**config.mk**
```make
export PLATFORM = sky130hd
export DESIGN_NAME = region_raster_scanner
export DESIGN_NICKNAME = d
export VERILOG_FILES = /design/src/rtl/region_raster_scanner_pkg.sv /design/src/rtl/region_raster_scanner.sv
export SDC_FILE = /design/constraint.sdc
export NUM_CORES = 1
export LEC_CHECK = 0
export CAP_MARGIN = 25
export CORE_UTILIZATION = 55
export CTS_BUF_LIST = sky130_fd_sc_hd__clkbuf_4
export DETAILED_ROUTE_END_ITERATION = 8
export PLACE_DENSITY = 0.82
export SLEW_MARGIN = 30
export SYNTH_ARGS = -nofsm -noshare
export SYNTH_HDL_FRONTEND = slang
export SYNTH_SLANG_ARGS = --single-unit
```
**constraint.sdc**
```tcl
create_clock -name clk -period 2.67 [get_ports clk]
set_input_delay 0.267 -clock clk [delete_from_list [all_inputs] [get_ports clk]]
set_output_delay 0.267 -clock clk [all_outputs]
set_load 0.01 [all_outputs]
```
**src/rtl/region_raster_scanner_pkg.sv**
```systemverilog
// region_raster_scanner_pkg: frame geometry defaults and the scanner state encoding that the
// top-level state machine and the colour generators share.
package region_raster_scanner_pkg;
   localparam int SCREEN_H_RES  = 160;
   localparam int SCREEN_V_RES  = 120;
   localparam int PIANO_TOP_ROW = 92;
   typedef enum logic [1:0] {SCAN_IDLE, SCAN_LOAD, SCAN_SCAN, SCAN_DONE} scan_state_e;
endpackage

```
**src/rtl/region_raster_scanner.sv**
```systemverilog
// region_raster_scanner: walks a full frame or a clamped row band, emitting X, Y and linear
// address per pixel with a start/done handshake, downstream stall and abort.
module region_raster_scanner
   import region_raster_scanner_pkg::*;
#(
   parameter int H_RES  = SCREEN_H_RES,
   parameter int V_RES  = SCREEN_V_RES,
   parameter int X_W    = 8,
   parameter int Y_W    = 8,
   parameter int ADDR_W = 15
) (
   input  logic              clk,
   input  logic              reset,
   input  logic              start,
   input  logic [Y_W-1:0]    rowStart,
   input  logic [Y_W-1:0]    rowEnd,
   input  logic              stall,
   input  logic              abort,
   output logic [X_W-1:0]    outX,
   output logic [Y_W-1:0]    outY,
   output logic [ADDR_W-1:0] outAddr,
   output logic              outValid,
   output logic              busy,
   output logic              done
);
   localparam logic [X_W-1:0] X_LAST = X_W'(H_RES - 1);
   localparam logic [Y_W-1:0] Y_LAST = Y_W'(V_RES - 1);

   scan_state_e       state_q, state_d;
   logic [Y_W-1:0]    row_start_q, row_start_d, row_end_q, row_end_d, end_clamped;
   logic [X_W-1:0]    x_q, x_d;
   logic [Y_W-1:0]    y_q, y_d;
   logic [ADDR_W-1:0] addr_q, addr_d;
   logic              valid_q, valid_d, accept, last, active;

   always_comb begin
      end_clamped = rowEnd > Y_LAST ? Y_LAST : rowEnd;
      accept      = valid_q & ~stall;
      last        = accept && x_q == X_LAST && y_q == row_end_q;
      active      = state_q == SCAN_LOAD || state_q == SCAN_SCAN;
   end

   always_ff @(posedge clk or posedge reset) begin
      if (reset) begin
         state_q     <= SCAN_IDLE;
         row_start_q <= '0;
         row_end_q   <= '0;
         x_q         <= '0;
         y_q         <= '0;
         addr_q      <= '0;
         valid_q     <= 1'b0;
      end else begin
         state_q     <= state_d;
         row_start_q <= row_start_d;
         row_end_q   <= row_end_d;
         x_q         <= x_d;
         y_q         <= y_d;
         addr_q      <= addr_d;
         valid_q     <= valid_d;
      end
   end

   // An empty band skips LOAD/SCAN entirely so done still pulses exactly once.
   always_comb begin
      state_d = state_q;
      case (state_q)
         SCAN_IDLE: if (start) state_d = rowStart > end_clamped ? SCAN_DONE : SCAN_LOAD;
         SCAN_LOAD: state_d = abort ? SCAN_IDLE : SCAN_SCAN;
         SCAN_SCAN: state_d = abort ? SCAN_IDLE : last ? SCAN_DONE : SCAN_SCAN;
         default:   state_d = SCAN_IDLE;
      endcase
   end

   // The row-base multiply happens once in LOAD; SCAN only ever increments the address.
   always_comb begin
      row_start_d = row_start_q;
      row_end_d   = row_end_q;
      x_d         = x_q;
      y_d         = y_q;
      addr_d      = addr_q;
      valid_d     = valid_q;
      if (state_q == SCAN_IDLE && start) begin
         row_start_d = rowStart;
         row_end_d   = end_clamped;
      end
      if ((active && abort) || last) begin
         x_d     = '0;
         y_d     = '0;
         addr_d  = '0;
         valid_d = 1'b0;
      end else if (state_q == SCAN_LOAD) begin
         x_d     = '0;
         y_d     = row_start_q;
         addr_d  = ADDR_W'(row_start_q) * ADDR_W'(H_RES);
         valid_d = 1'b1;
      end else if (accept) begin
         x_d    = x_q == X_LAST ? '0 : x_q + X_W'(1);
         y_d    = x_q == X_LAST ? y_q + Y_W'(1) : y_q;
         addr_d = addr_q + ADDR_W'(1);
      end
   end

   always_comb begin
      busy     = active;
      done     = state_q == SCAN_DONE;
      outX     = x_q;
      outY     = y_q;
      outAddr  = addr_q;
      outValid = valid_q;
   end
endmodule

```
==> results of run 1 <==
[layout by cell type, fill, tap and decap left out, drive strengths merged, types with 7 or more instances in the layout]
cell type	instances
nand4	10
dfrtp	50
buf	9
a21oi	15
nor3	11
nor2	36
inv	10
nand3	8
clkdlybuf4s50	54
nand2	32
mux2	8
ha	27
xor2	7
xnor2	13
o21ai	27
[flip-flops by register name, summed over array words and instances, names as in the netlist]
name and flops:
row_start_q 8, outY 8, state_q 2, row_end_q 8
outAddr 15, outValid 1, outX 8
[final cells by class]
cell class,count,area [µm²]
multi-input cells,274,1890
repair buffers,63,608
inverters,10,37.5
clock buffers,6,45.0
well taps,72,90.1
flip-flops and latches,50,1250
fillers,445,1620
clock inverters,2,37.5
[power by group]
group / internal (mW) / switching (mW) / leakage (nW)
Combinational: 1.27 / 1.39 / 0.999
Sequential: 1.04 / 0.358 / 0.635
Clock: 0.208 / 0.263 / 0.0419
Total: 2.51 / 2.01 / 1.68
[critical path: stages (launching register included)]
cell	delay, ps
sky130_fd_sc_hd__dfrtp_1	470
sky130_fd_sc_hd__ha_1	300
sky130_fd_sc_hd__ha_1	240
sky130_fd_sc_hd__inv_1	80
sky130_fd_sc_hd__fa_1	220
sky130_fd_sc_hd__nor2b_1	70
sky130_fd_sc_hd__o31a_1	270
sky130_fd_sc_hd__or4_1	400
sky130_fd_sc_hd__a31oi_1	190
sky130_fd_sc_hd__nor4_1	60
[per-layer routing]
metal	GRT usage (%)	routed length, µm
met3	5.35	532
met1	36.7	3480
met5	0	0
met4	10.4	183
met2	47.4	3940
[Yosys cell counts (2+ instances only)]
cell                        instances
sky130_fd_sc_hd__nor3_1            11
sky130_fd_sc_hd__inv_1             10
sky130_fd_sc_hd__o2bb2ai_1          5
sky130_fd_sc_hd__mux2_2             8
sky130_fd_sc_hd__o31a_1             2
sky130_fd_sc_hd__nand4_1           10
sky130_fd_sc_hd__nand2_1           32
sky130_fd_sc_hd__and3_1             4
sky130_fd_sc_hd__mux2i_1            2
sky130_fd_sc_hd__nor2b_1            5
sky130_fd_sc_hd__a22oi_1            5
sky130_fd_sc_hd__and2_1             3
sky130_fd_sc_hd__a211oi_1           5
sky130_fd_sc_hd__a31oi_1            2
sky130_fd_sc_hd__a22o_1             2
sky130_fd_sc_hd__a41o_1             2
sky130_fd_sc_hd__nor2_1            36
sky130_fd_sc_hd__nor4_1             2
sky130_fd_sc_hd__a21oi_1           15
sky130_fd_sc_hd__and4_1             2
sky130_fd_sc_hd__o31ai_1            2
sky130_fd_sc_hd__nand3_1            7
sky130_fd_sc_hd__xor2_1             7
sky130_fd_sc_hd__a21o_1             4
sky130_fd_sc_hd__clkbuf_1           7
sky130_fd_sc_hd__o21a_1             5
sky130_fd_sc_hd__dfrtp_1           50
sky130_fd_sc_hd__buf_2              2
sky130_fd_sc_hd__or3_4              2
sky130_fd_sc_hd__ha_1              27
sky130_fd_sc_hd__xnor2_1           13
sky130_fd_sc_hd__o21ai_0           26
[cell families (layout without fill, tap and decap cells)]
logic type,Yosys count,in the layout,share of synthesized area (%)
adder cells (fa/ha/maj),28,28,11.1
buffers and inverters,21,81,2.64
multiplexers,10,10,3.41
AO/OA/AOI/OAI,90,90,18.8
other,1,1,0.116
XOR/XNOR,20,20,5.43
flip-flops,50,50,38.8
AND/OR/NAND/NOR,125,125,19.7
[worst min-delay path by stage]
stage	slack (ps)	from	end	cells after the start
finish	190	reset	outAddr[11]	2
global route	220	reset	outY[7]	2
global placement	480	row_end_q[5]	row_end_q[5]	2
CTS	200	reset	outY[7]	2
detailed placement	490	row_end_q[2]	row_end_q[2]	2
floorplan	420	rowStart[4]	row_start_q[4]	1
==> reports/qor.csv, run 1 <==
stage;metric;value;unit
yosys;synthesis.nets;394;
floorplanning;std_cell_rows;27;
clock_tree;post_cts_resized;0;
pwr;post-layout-total-power;4.53;mW
critical_path;crit-reg2reg-capture;outAddr[14];
clock_tree;clock_latency;380;ps
finish;finalInstanceArea;3960;µm²
clock_tree;cts-htree-levels;2;
detailed_routing;drtIter0Drc;205;
sta;finalCritPeriodShare;90.0;%
global_route;grt.total_usage;28.5;%
sta;clock.fmax;416;MHz
clock_tree;cts_sinks;50;
detailed_routing;drt.antenna.violating_nets;0;
sta;setup-violations-final;0;
detailed_routing;routed_via_density;6.15;
sta;fin_skew;10.1;ps
critical_path;timing.reg2reg.setup_slack;270;ps
yosys;per_instance_average_area_after_synthesis;9.35;µm²
critical_path;data_arrival_time_at_the_worst_slack_endpoint;2680;ps
clock_tree;cts.repair_timing.setup_buffer_count;0;
finish;diodes;0;
yosys;synth-seq-cells;50;
critical_path;critical_path.endpoint;outAddr[14];
pwr;p_leak;1.68;nW
detailed_routing;drt_pass1_iterations;5;
floorplanning;top_level_ports;55;
pwr;power.density_cell_area;1140;nW/µm²
critical_path;r2r.worst_path.cells;9;
clock_tree;cts_root_buffer;sky130_fd_sc_hd__clkbuf_4;
hold_path;holdCritPathClass;input port to asynchronous set/reset pin;
floorplanning;core_region_area;5570;µm²
clock_tree;clockBufferDepth;2;
clock_tree;hold_buffers_post_cts;0;
sta;slack_of_the_critical_path;266;ps
clock_tree;cts_tree;built;
yosys;ys_warn_count;0;
sta;setup_tns;0;ps
critical_path;worst_setup_startpoint;row_start_q[3];
critical_path;path_type_of_the_worst_setup_path;flip-flop to flip-flop;
pwr;ir_drop;0.000753;V
floorplanning;floorplan.initialDensity;57.8;%
detailed_routing;route.final.wire_length;8.13;mm
detailed_routing;dr_total_vias;2932;
placed_design;numPortBuffers;54;
global_route;grt.overflow.total;0;
critical_path;critical_path_peak_fanout;4;
sta;hold-worst-slack;192;ps
placed_design;pre_cts_ws;278;ps
sta;max-slew-margin-rel;52.9;%
sta;final-hold-violation-count;0;
detailed_routing;routedWlPerCell;17.1;µm
critical_path;required;2940;ps
yosys;synth_edf_count;0;
yosys;synth_largest_area_cell;sky130_fd_sc_hd__dfrtp_1;
placed_design;dp.final_hpwl;6.25;mm
global_route;grt_max_degree;24;
finish;drive_above_1_share;8.40;%
yosys;synth.cell_area;3220;µm²
finish;post-route-util;71.0;%
yosys;dominantRegCellSynth;sky130_fd_sc_hd__dfrtp_1;
yosys;netlist_top_cells_area;sky130_fd_sc_hd__dfrtp_1 (39%), sky130_fd_sc_hd__ha_1 (10%), sky130_fd_sc_hd__nor2_1 (4.2%);
global_route;grt_pass1_wl;13.6;mm
yosys;yosys.cell_types.count;62;
finish;final_nets;453;
yosys;gate_count_of_the_mapped_netlist;345;
sta;min_period;2400;ps
sta;max_slew.worst_pin.slew;705;ps
placed_design;place.gp.congestion;0.878;
placed_design;placed_cell_area;3870;µm²
clock_tree;clkTransAtPathRegs;160;ps
sta;rsz_0062_raised_after_global_routing;false;
floorplanning;dieArea;6170;µm²
global_route;grt_antenna_before_repair;0;
sta;slew_viol_final;0;
critical_path;critical_path.startpoint_type;flip-flop;
flow_run;maximum_capacitance_violations;0;
clock_tree;cts_buffers;5;
floorplanning;die-width;78.6;µm
finish;area.growth.synth_to_final;22.7;%
detailed_routing;detail_route.drc_violations;0;
yosys;synth.yosys.seq_area_share;38.8;%
finish;final_instance_count_without_filler_cells;477;
critical_path;endpoint_kind;flip-flop;
critical_path;rr_startpoint;row_start_q[3];
placed_design;numPlacedInstances;469;
outcome;run_status;completed;
yosys;synth.top_cell.area_share;38.8;%
floorplanning;dieHeight;78.6;µm
global_route;first_global_vias;2860;
yosys;async_reset_ff_share;100;%
(Power assumes the default switching activity.)
==> run 2: changes to the inputs <==
--- a/config.mk
+++ b/config.mk
@@ -10,7 +10,6 @@
 export CTS_BUF_LIST = sky130_fd_sc_hd__clkbuf_4
 export DETAILED_ROUTE_END_ITERATION = 8
 export PLACE_DENSITY = 0.82
-export SLEW_MARGIN = 30
 export SYNTH_ARGS = -nofsm -noshare
 export SYNTH_HDL_FRONTEND = slang
 export SYNTH_SLANG_ARGS = --single-unit
==> results of run 2 <==
No change in the layout: final DEF, timing and power equal those of run 1.
